**src/rtl/gpio_pkg.sv**
```systemverilog
// rtl/gpio_pkg.sv - shared GPIO register offsets and edge-IRQ register decode
package gpio_pkg;

    // Offsets of the GPIO output register block sharing this address space
    localparam int unsigned GPIO_OUT_OFF      = 32'h0;
    localparam int unsigned GPIO_OE_OFF       = 32'h4;
    localparam int unsigned GPIO_IN_OFF       = 32'h8;

    localparam int unsigned EDGE_STATE_OFF    = 32'h0;
    localparam int unsigned EDGE_RISE_EN_OFF  = 32'h4;
    localparam int unsigned EDGE_FALL_EN_OFF  = 32'h8;
    localparam int unsigned EDGE_STATUS_OFF   = 32'hC;

    typedef enum logic [2:0] {
        REG_NONE,
        REG_STATE,
        REG_RISE_EN,
        REG_FALL_EN,
        REG_STATUS
    } edge_reg_e;

    // Full-width compare so aliases of mapped offsets decode as unmapped
    function automatic edge_reg_e decode_edge_reg(input logic [31:0] off);
        edge_reg_e r;
        r = REG_NONE;
        if (off == EDGE_STATE_OFF)   r = REG_STATE;
        if (off == EDGE_RISE_EN_OFF) r = REG_RISE_EN;
        if (off == EDGE_FALL_EN_OFF) r = REG_FALL_EN;
        if (off == EDGE_STATUS_OFF)  r = REG_STATUS;
        return r;
    endfunction

endpackage

```
**src/rtl/gpio_edge_irq_if.sv**
```systemverilog
// rtl/gpio_edge_irq_if.sv - register bus between CPU and gpio_edge_irq
interface gpio_edge_irq_if #(
    parameter int ADDR_WIDTH = 4,
    parameter int DATA_WIDTH = 32
);
    logic                  i_sel;
    logic                  i_we;
    logic [ADDR_WIDTH-1:0] i_addr;
    logic [DATA_WIDTH-1:0] i_wdata;
    logic [DATA_WIDTH-1:0] o_rdata;

    modport master (
        output i_sel, i_we, i_addr, i_wdata,
        input  o_rdata
    );

    modport slave (
        input  i_sel, i_we, i_addr, i_wdata,
        output o_rdata
    );
endinterface

```
**src/rtl/gpio_debounce_bit.sv**
```systemverilog
// rtl/gpio_debounce_bit.sv - one pin: two-flop synchronizer, stability counter, debounced level
module gpio_debounce_bit #(
    parameter int DEBOUNCE_CYCLES = 4
) (
    input  logic clk,
    input  logic reset,
    input  logic i_pin,
    output logic o_state,
    output logic o_rise,
    output logic o_fall
);
    import gpio_pkg::*;

    localparam int CNT_W = (DEBOUNCE_CYCLES > 1) ? $clog2(DEBOUNCE_CYCLES) : 1;
    localparam logic [CNT_W-1:0] CNT_LAST = CNT_W'(DEBOUNCE_CYCLES - 1);

    logic             r_sync1;
    logic             r_sync2;
    logic             r_state;
    logic [CNT_W-1:0] r_cnt;
    logic             w_differ;
    logic             w_done;

    assign w_differ = r_sync2 ^ r_state;
    assign w_done   = w_differ && (r_cnt == CNT_LAST);

    always_ff @(posedge clk) begin
        if (reset) begin
            r_sync1 <= 1'b0;
            r_sync2 <= 1'b0;
            r_state <= 1'b0;
            r_cnt   <= '0;
        end else begin
            r_sync1 <= i_pin;
            r_sync2 <= r_sync1;
            if (!w_differ) begin
                r_cnt <= '0;
            end else if (w_done) begin
                r_state <= r_sync2;
                r_cnt   <= '0;
            end else begin
                r_cnt <= r_cnt + 1'b1;
            end
        end
    end

    // Event strobes are valid in the cycle before the edge that commits r_state
    assign o_state = r_state;
    assign o_rise  = w_done &  r_sync2;
    assign o_fall  = w_done & ~r_sync2;

endmodule

```
**src/rtl/gpio_edge_irq.sv**
```systemverilog
// rtl/gpio_edge_irq.sv - debounced GPIO edge detector with RW1C status and level interrupt
module gpio_edge_irq #(
    parameter int ADDR_WIDTH      = 4,
    parameter int DATA_WIDTH      = 32,
    parameter int GPIO_WIDTH      = 4,
    parameter int DEBOUNCE_CYCLES = 4
) (
    input  logic                  clk,
    input  logic                  reset,
    gpio_edge_irq_if.slave        bus,
    input  logic [GPIO_WIDTH-1:0] i_pins,
    output logic                  o_irq
);
    import gpio_pkg::*;

    logic [GPIO_WIDTH-1:0] r_rise_en;
    logic [GPIO_WIDTH-1:0] r_fall_en;
    logic [GPIO_WIDTH-1:0] r_status;

    logic [GPIO_WIDTH-1:0] w_state;
    logic [GPIO_WIDTH-1:0] w_rise;
    logic [GPIO_WIDTH-1:0] w_fall;
    logic [GPIO_WIDTH-1:0] w_set;
    logic [GPIO_WIDTH-1:0] w_w1c;
    logic [GPIO_WIDTH-1:0] w_wbits;
    logic [31:0]           w_off;
    edge_reg_e             w_reg;
    logic                  w_rd;
    logic                  w_wr;
    logic                  w_unused_wdata;

    assign w_off   = 32'(bus.i_addr[ADDR_WIDTH-1:0]);
    assign w_reg   = decode_edge_reg(w_off);
    assign w_rd    = bus.i_sel & ~bus.i_we;
    assign w_wr    = bus.i_sel &  bus.i_we;
    assign w_wbits = bus.i_wdata[GPIO_WIDTH-1:0];
    assign w_unused_wdata = |bus.i_wdata[DATA_WIDTH-1:GPIO_WIDTH];

    for (genvar g = 0; g < GPIO_WIDTH; g++) begin : g_pin
        gpio_debounce_bit #(
            .DEBOUNCE_CYCLES(DEBOUNCE_CYCLES)
        ) u_bit (
            .clk     (clk),
            .reset   (reset),
            .i_pin   (i_pins[g]),
            .o_state (w_state[g]),
            .o_rise  (w_rise[g]),
            .o_fall  (w_fall[g])
        );
    end

    assign w_set = (w_rise & r_rise_en) | (w_fall & r_fall_en);
    assign w_w1c = (w_wr && (w_reg == REG_STATUS)) ? w_wbits : '0;

    // Set is OR-ed after the clear so a coincident event wins over W1C
    always_ff @(posedge clk) begin
        if (reset) begin
            r_rise_en <= '0;
            r_fall_en <= '0;
            r_status  <= '0;
        end else begin
            if (w_wr && (w_reg == REG_RISE_EN)) r_rise_en <= w_wbits;
            if (w_wr && (w_reg == REG_FALL_EN)) r_fall_en <= w_wbits;
            r_status <= (r_status & ~w_w1c) | w_set;
        end
    end

    always_comb begin
        bus.o_rdata = '0;
        if (w_rd) begin
            case (w_reg)
                REG_STATE:   bus.o_rdata = DATA_WIDTH'(w_state);
                REG_RISE_EN: bus.o_rdata = DATA_WIDTH'(r_rise_en);
                REG_FALL_EN: bus.o_rdata = DATA_WIDTH'(r_fall_en);
                REG_STATUS:  bus.o_rdata = DATA_WIDTH'(r_status);
                default:     bus.o_rdata = '0;
            endcase
        end
    end

    assign o_irq = |r_status;

endmodule

```
**src/flat_wrapper.sv**
```systemverilog
// flat-port wrapper written by rule: the top's interface ports become plain ports
module gpio_edge_irq_flat import gpio_pkg::*;
#(
    parameter int ADDR_WIDTH      = 4,
    parameter int DATA_WIDTH      = 32,
    parameter int GPIO_WIDTH      = 4,
    parameter int DEBOUNCE_CYCLES = 4
)
  (clk, reset, i_pins, o_irq, bus_i_sel, bus_i_we, bus_i_addr, bus_i_wdata, bus_o_rdata);
  gpio_edge_irq_if #(.ADDR_WIDTH(ADDR_WIDTH), .DATA_WIDTH(DATA_WIDTH)) bus_i ();
  input  logic clk;
  input  logic reset;
  input  logic [GPIO_WIDTH-1:0] i_pins;
  output logic o_irq;
  input wire logic [$bits(bus_i.i_sel)-1:0] bus_i_sel;
  input wire logic [$bits(bus_i.i_we)-1:0] bus_i_we;
  input wire logic [$bits(bus_i.i_addr)-1:0] bus_i_addr;
  input wire logic [$bits(bus_i.i_wdata)-1:0] bus_i_wdata;
  output wire logic [$bits(bus_i.o_rdata)-1:0] bus_o_rdata;
  assign bus_i.i_sel = bus_i_sel;
  assign bus_i.i_we = bus_i_we;
  assign bus_i.i_addr = bus_i_addr;
  assign bus_i.i_wdata = bus_i_wdata;
  assign bus_o_rdata = bus_i.o_rdata;
  gpio_edge_irq #(.ADDR_WIDTH(ADDR_WIDTH), .DATA_WIDTH(DATA_WIDTH), .GPIO_WIDTH(GPIO_WIDTH), .DEBOUNCE_CYCLES(DEBOUNCE_CYCLES)) u_core (.clk(clk), .reset(reset), .bus(bus_i), .i_pins(i_pins), .o_irq(o_irq));
endmodule
```
**config.mk**
```make
export PLATFORM = sky130hd
export DESIGN_NAME = gpio_edge_irq_flat
export DESIGN_NICKNAME = d
export VERILOG_FILES = /design/src/rtl/gpio_pkg.sv /design/src/rtl/gpio_edge_irq_if.sv /design/src/rtl/gpio_debounce_bit.sv /design/src/rtl/gpio_edge_irq.sv /design/src/flat_wrapper.sv
export SDC_FILE = /design/constraint.sdc
export NUM_CORES = 1
export LEC_CHECK = 0
export BUFFER_PORTS_ARGS = -buffer_cell sky130_fd_sc_hd__buf_2
export CELL_PAD_IN_SITES_DETAIL_PLACEMENT = 2
export CELL_PAD_IN_SITES_GLOBAL_PLACEMENT = 2
export CORE_ASPECT_RATIO = 1.75
export CORE_MARGIN = 2
export CORE_UTILIZATION = 27
export CTS_BUF_LIST = sky130_fd_sc_hd__clkbuf_4 sky130_fd_sc_hd__clkbuf_8
export DETAILED_ROUTE_END_ITERATION = 10
export PLACE_DENSITY_LB_ADDON = 0.1
export SETUP_SLACK_MARGIN = 0.1
export SYNTH_ARGS = -nofsm -noshare
export SYNTH_HDL_FRONTEND = slang
export SYNTH_HIERARCHICAL = 1
export SYNTH_SLANG_ARGS = --single-unit
```
**constraint.sdc**
```tcl
create_clock -name clk -period 1.2 [get_ports clk]
set_input_delay 0.06 -clock clk [delete_from_list [all_inputs] [get_ports clk]]
set_output_delay 0.06 -clock clk [all_outputs]
set_load 0.01 [all_outputs]
```
==> results.md, run 1 <==
Status:
- The flow ran to the end, but the final reports show violations.
- The checks that failed: negative setup slack.

Floorplan:
- The initial utilization of the core area, before any placement, comes to 28.1%.
- The core outline area is a little under 6000 um2.
- The vertical die dimension is roughly 110 um.
- The die covers between 6000 and 7000 um2.
- The top-level port count is just under 80.
- In this run the horizontal extent of the chip is 63.4 um.
- The initialized floorplan defines 37 standard-cell rows.

Critical path:
- The kind of launch point of the worst setup path is a register.
- STA puts the critical path data required time at 1.14 ns.
- The largest driver fanout on the critical path is 3.
- Measured in cells, the most critical reg-to-reg path has a length of 4.
- The worst register-to-register path ends at u_core/r_status[0].
- For the worst setup path, the data arrival time is between 1 and 1.5 ns.
- The reg2reg setup slack is 0.15 ns.
- The sort of element at the end of the critical path is an output port.
- The startpoint identified for the worst register-to-register timing path is u_core/g_pin[0].u_bit/r_cnt[0].
- The category of the most critical setup path is reg -> out.

Power:
- The part of the power in registers is 53.7%.
- The relative contribution of combinational cells to total power is 9.9%.
- The ratio of total power to cell area is approximately 1000 nW/um2.
- The internal power contribution is 1530 uW.
- The share of power burned in the clock network is 36.3%.
- The share of total power consumed by net switching is 24.3%.
- VDD sags by at most 0.000413 V.
- The switching power is 491 uW.
- The analysis attributes to cell leakage a power of 0.000825 uW.

Synth:
- Among all flip-flop cells after synthesis, the most frequent one is dfxtp_1.
- A synthesized cell averages around 9.6 um2.
- After synthesis the cells add up to 1670 um2.
- Yosys mapped a number of flops with a built-in enable equal to 0.
- The fraction of synthesis flops using an asynchronous set or reset pin is 0%.
- The number of different library cells in the post-synthesis netlist is 31.
- Summing the sequential cell areas from Yosys gives about two fifths of the chip area.
- The synthesis warning total is 6.
- Synthesis inferred 32 register bits.
- Synthesis produced a netlist whose cell count is 173.

Worst hold path:
- The start point of the worst min-delay path is bus_i_wdata[2].
- The endpoint of the worst hold-timing path is u_core/r_rise_en[2].
- The path class of the tightest hold or removal check is in -> reg.
- Counting instances, the worst hold path has a depth of 3.

Finish:
- The repair_antennas step left the layout with diodes totalling 0.
- The area growth from synthesis to layout is 21.3%.
- The layout has 720 filler cells.
- The number of nets in the layout is 260.
- The ratio of cells with drive above 1 in the final layout is 34.3%.

Global route:
- In the global route stage, overall resource usage came out at a little over an eighth.
- The pin count of the biggest net entering global routing is 20.
- The first-pass GRT wire length is 6750 um.
- The leftover overflow at the end of global routing is 0.
- The initial antenna violation count is 0.
- The number of global-route vias before repair came to about 1.4k.

Clock network:
- Clock latency on the worst-skew pair, taken at its later pin, is roughly 0.28 ns.
- The deepest clock path buffer count is 2.
- The number of H-tree branching levels is 2.
- The clock tree from TritonCTS is yes.
- Clock-pin slew was measured on the worst setup and hold paths at 0.06 ns.
- The root buffer cell is clkbuf_8.
- The number of clock sinks seen by CTS is 32.
- TritonCTS created 5 clock buffers.

STA:
- Counting I/O delays and the setup requirement, the final critical path takes ~1.3 ns.
- The sum of negative setup slack is -0.168 ns.
- The total setup violations reported at the end of the flow is 2.
- Setup repair after global routing could not meet its margin everywhere.
- The worst-case setup margin in the final layout is -0.130 ns.
- The number of pins exceeding their max-slew limit in the final report is 0.
- The clock arrives with 0.00153 ns of skew.
- Hold is met by 0.0870 ns.
- Timing would allow up to between 700 and 800 MHz.
- Dividing the final minimum period by the clock period gives 111%.
- The hold violation total from the final report is 0.

Drt:
- The final routed DRC violation total is 0.
- The total detailed-routing wirelength is 4200 um.
- Detailed routing inserted a total of about 1.3k vias.
- The count of nets left with antenna violations after detail routing is 0.
- The first routing iteration left 24 violations.
- The vias per cell is 4.44.
- The detail-routed net length per standard cell is 14.6 um.
- The detailed-routing iteration count for the pre-antenna-repair pass is 4.

Run:
- The tool flagged a number of max-cap violations equal to 0.

Placement:
- At the end of routability-driven placement, the weighted congestion stood at 0.707.
- In this run the tool buffered the top-level ports with 20 buffer cells.
- Summed over all nets, the half-perimeter wirelength after detailed placement is around 3300 um.
repair_timing:
| action | 4_1_cts | 5_1_grt |
|---|---|---|
| buffers inserted | 2 | 1 |
| resized for setup | 19 | 12 |
| hold buffers | 4 | 0 |
| hold endpoints to repair | 4 | 0 |
| pin swaps | 6 | 3 |
| endpoints found under the setup margin | 8 | 9 |
worst max path at each step:
stage	from	end	slack (ns)	depth (start not counted)
2_1_floorplan	bus_i_addr[1]	u_core/r_rise_en[0]	0.10	4
3_3_place_gp	bus_i_addr[1]	u_core/r_rise_en[2]	-0.15	4
5_1_grt	u_core/r_status[2]	o_irq	-0.18	2
3_5_place_dp	bus_i_addr[1]	u_core/r_rise_en[1]	-0.22	4
4_1_cts	u_core/r_status[2]	o_irq	-0.15	2
6_report	u_core/r_status[2]	o_irq	-0.13	2
placed cells by master (no fill, tap or decap), types with 2 or more instances in the layout:
cell type / n
o22ai_1: 4
clkbuf_8: 5
nor2b_1: 12
a22oi_1: 2
dfxtp_2: 11
nor2_1: 3
buf_2: 20
buf_4: 12
nand2_1: 5
conb_1: 28
nand2b_1: 12
mux2i_1: 11
xnor2_1: 4
ha_4: 2
a21oi_1: 8
nor4_1: 4
and2_1: 4
o31ai_1: 4
dfxtp_1: 17
inv_1: 4
ha_2: 2
and3b_2: 4
dlygate4sd3_1: 4
a22oi_2: 2
nor4b_2: 4
o21ai_0: 8
dfxtp_4: 4
synthesized netlist by cell type, types with 4 or more instances:
cell type  number  area share [%]
dfxtp_1        32              38
o22ai_1         4             1.5
ha_1            4             3.0
buf_4          28              13
and3b_2         4             2.4
and2_1          4             1.5
inv_1           4            0.90
o31ai_1         4             1.8
nor4_1          4             1.5
nand2_1         5             1.1
nor4b_2         4             3.6
nand2b_1       12             4.5
nor2b_1        12             4.5
o21ai_0         8             2.4
xnor2_1         4             2.1
a22oi_1         4             1.8
nor2_1          4            0.90
a21oi_1         8             2.4
mux2i_1        12             7.2
power groups by stage:
| stage | registers, uW | logic [uW] | clock network, uW |
|---|---|---|---|
| finish | 1080 | 200 | 733 |
| global route | 1090 | 221 | 822 |
| CTS | 1090 | 199 | 786 |
| detailed placement | 1110 | 185 | 0 |
| global placement | 1110 | 178 | 0 |
| floorplan | 1110 | 176 | 0 |
worst max-delay path, cell delays in order, from the launching register on:
cell and delay [ns]:
dfxtp_2 0.33, or4_1 0.51, buf_2 0.15
kinds of logic after synthesis:
kind of cell	synth area share (%)
AND/OR/NAND/NOR	23.6
buffers and inverters	15.6
flip-flops	38.4
AO/OA/AOI/OAI	9.90
multiplexers	7.20
adder cells (fa/ha/maj)	3.00
XOR/XNOR	2.10
other	0.225
per-stage QoR:
step           instances  instance area (um2)  setup slack, ns  power, uW  util, %
2_1_floorplan        200                 1770            0.104       1290        -
3_3_place_gp         276                 1810           -0.150       1290     30.5
3_5_place_dp         276                 1810           -0.219       1300     30.5
4_1_cts              287                 1970           -0.146       2070     33.3
5_1_grt              288                 2020           -0.180       2130     34.1
6_report             288                 2020           -0.130       2020     34.1
registers in the layout, summed over array words and instances, names as in the netlist:
name	flops
u_core/g_pin.u_bit/r_cnt	8
u_core/g_pin.u_bit/o_state	4
u_core/g_pin.u_bit/r_sync1	4
u_core/g_pin.u_bit/r_sync2	4
u_core/r_fall_en	4
u_core/r_rise_en	4
u_core/r_status	4
metal layers:
metal | up-vias | GRT usage [%] | wire, um
met5 | - | 0 | 0
met4 | 0 | 7.45 | 103
met3 | 6 | 3.23 | 168
met2 | 35 | 26.2 | 2470
met1 | 616 | 11.4 | 1460
li1 | 621 | - | -
area by class of cell:
| type | count | area, um2 | share of cell area, % |
|---|---|---|---|
| Multi-Input combinational cell | 132 | 922 | 45.6 |
| Timing Repair Buffer | 37 | 250 | 12.4 |
| Sequential cell | 32 | 669 | 33.1 |
| Inverter | 4 | 15.0 | 0.742 |
| Clock buffer | 5 | 68.8 | 3.40 |
| Tap cell | 78 | 97.6 | 4.82 |
Note: power is estimated with default switching activity, not from simulation.
==> inputs of run 2 (changes only) <==
==> constraint.sdc (replaced) <==
create_clock -name clk -period 1.3 [get_ports clk]
set_input_delay 0.065 -clock clk [delete_from_list [all_inputs] [get_ports clk]]
set_output_delay 0.065 -clock clk [all_outputs]
set_load 0.01 [all_outputs]
==> results.md, run 2 (synthesis results as in run 1) <==
Status:
- The checks that failed: negative setup slack.
- The run finished, with violations left.

Placement:
- Once detailed placement completed, the half-perimeter wirelength came to 3210 um.
- The global placement routability congestion is 0.723.
- The number of port buffers is 20.

STA:
- In the finished design, the share of the clock period the worst path needs comes to 103%.
- Once routing completed, OpenROAD measured the worst setup slack at -0.0369 ns.
- The hold violation total from the final report is 0.
- The clock arrives with 0.00354 ns of skew.
- The final critical path time including I/O delays and setup is ~1.3 ns.
- Setup repair after global routing could not meet its margin everywhere.
- The total setup violations reported at the end of the flow is 1.
- Derived from the worst setup path, the maximum achievable clock frequency is between 700 and 800 MHz.
- The sum of negative setup slack is -0.0369 ns.
- The number of pins exceeding their max-slew limit in the final report is 0.

Power:
- The cell leakage power is around 0.00085 uW.
- Across the VDD grid, the largest voltage drop is 0.000366 V.
- The total power after layout is 2020 uW.
- The ratio of total power to cell area is approximately 1000 nW/um2.

Clock network:
- The H-tree was split into 2 levels.
- Clock-pin slew was measured on the worst setup and hold paths at 0.07 ns.
- The number of clock sinks seen by CTS is 32.
- The root buffer cell is clkbuf_8.
- The deepest clock path buffer count is 2.
- The worst-skew pair later-pin latency is 0.28 ns.
- The number of buffers created by CTS is 5.
- The clock tree from TritonCTS is yes.

Global route:
- The first-pass GRT wire length is 7080 um.
- The initial antenna violation count is 0.
- The leftover overflow at the end of global routing is 0.
- The overall fraction of global-route tracks in use is a little over an eighth.
- The pin count of the biggest net entering global routing is 28.
- The number of global-route vias before repair is 1,406.

Finish:
- The ratio of cells with drive above 1 in the final layout is around 33%.
- The repair_antennas step left the layout with diodes totalling 0.
- Relative to the synthesized area, the layout overhead comes to 21.7%.
- The top cell types in the final layout, fill and taps aside, are conb_1 (28), dfxtp_1 (23), buf_2 (19).
- The final core area utilization is 34.2%.
- The filler cell count is around 700.
- The net count of the finished layout is 262.
- Leaving out fill and tap cells, the most frequent cell in the layout is conb_1.
- More flip-flops sit in one register than any other, and that register is u_core/g_pin.u_bit/r_cnt.
- The flip-flop count of the largest register after layout is 8.

Drt:
- The detail-routed net length per standard cell is 14.6 um.
- For this run, the detailed router's first-pass iteration total came to 4.
- The final routed DRC violation total is 0.
- The starting DRC count in detailed routing is 19.
- Summed over all layers, the routed wires come to 4290 um.
- The vias per cell is 4.40.
- For this block, the via count after detailed routing is around 1.3k.
- The count of nets left with antenna violations after detail routing is 0.

Critical path:
- The worst path arrival time is 1.27 ns.
- STA classifies the critical path startpoint as a register.
- The category of the most critical setup path is reg -> out.
- The largest driver fanout on the critical path is 2.
- The sort of element at the end of the critical path is an output port.
- The reg2reg setup slack is 0.19 ns.
- The worst path required time is 1.24 ns.

Floorplan:
- The vertical die dimension is between 100 and 150 um.
- The initial core utilization is 28.1%.
- The core region is about 5900 um2.
- The width of the die is 63.4 um.
- During I/O placement, the number of pins put on the boundary was 77.
- The floorplan has 37 rows.
- The floorplan step defined a die boundary enclosing between 6000 and 7000 um2.

Run:
- Across the run, the number of max-cap violations was 0.

Worst hold path:
- In this run the worst hold path is classified as in -> reg.
run 2: cell type report:
| class | count | area (um2) | share of cell area [%] |
|---|---|---|---|
| multi-input combinational | 132 | 897 | 44.2 |
| sequential | 32 | 657 | 32.4 |
| inverter | 4 | 15.0 | 0.740 |
| clock buffer | 8 | 97.6 | 4.81 |
| timing repair buffer | 39 | 265 | 13.1 |
| tap | 78 | 97.6 | 4.81 |
run 2: what timing repair did:
action                                 in CTS  in global routing
setup endpoints to repair                   5                  9
pin swaps                                   6                  5
resized for setup                          14                  9
gates cloned                                0                  0
endpoints found under the hold margin       2                  0
hold buffers                                2                  0
setup buffers                               4                  3
run 2: final timing paths:
check,from,end,cells after the start
min reg2reg,u_core/g_pin[0].u_bit/r_cnt[0],u_core/g_pin[0].u_bit/r_cnt[0],1
max reg2reg,u_core/g_pin[1].u_bit/r_cnt[0],u_core/r_status[1],4
min,i_pins[2],u_core/g_pin[2].u_bit/r_sync1,2
max,u_core/r_status[3],o_irq,2
run 2: power by group:
part	internal, uW	switching [uW]
sequential	993	9.22
combinational	68.2	110
clock	473	369
total	1530	488
run 2: critical path, cell delays in order (launching register included):
cell and delay (ns):
dfxtp_2 0.33, or4_1 0.50, buf_2 0.15
run 2: per-layer routing:
layer | part of all wire, % | routed length, um | up-vias | track usage, %
met2 | 57 | 2460 | 35 | 25.6
met5 | 0 | 0 | - | 0
met4 | 3.3 | 142 | 0 | 7.92
met1 | 35 | 1510 | 625 | 12.6
met3 | 4.2 | 178 | 9 | 2.91
li1 | - | - | 621 | -
run 2: metrics by stage:
step	setup WS, ns	hold slack (ns)	instances	cell area (um2)
final	-0.0369	0.00149	293	2030
after global routing	-0.0879	0.0215	293	2030
after CTS	-0.0428	0.000186	290	1980
after detailed placement	-0.0586	0.286	276	1800
after global placement	-0.0251	0.278	276	1800
after floorplan	0.199	0.134	200	1770
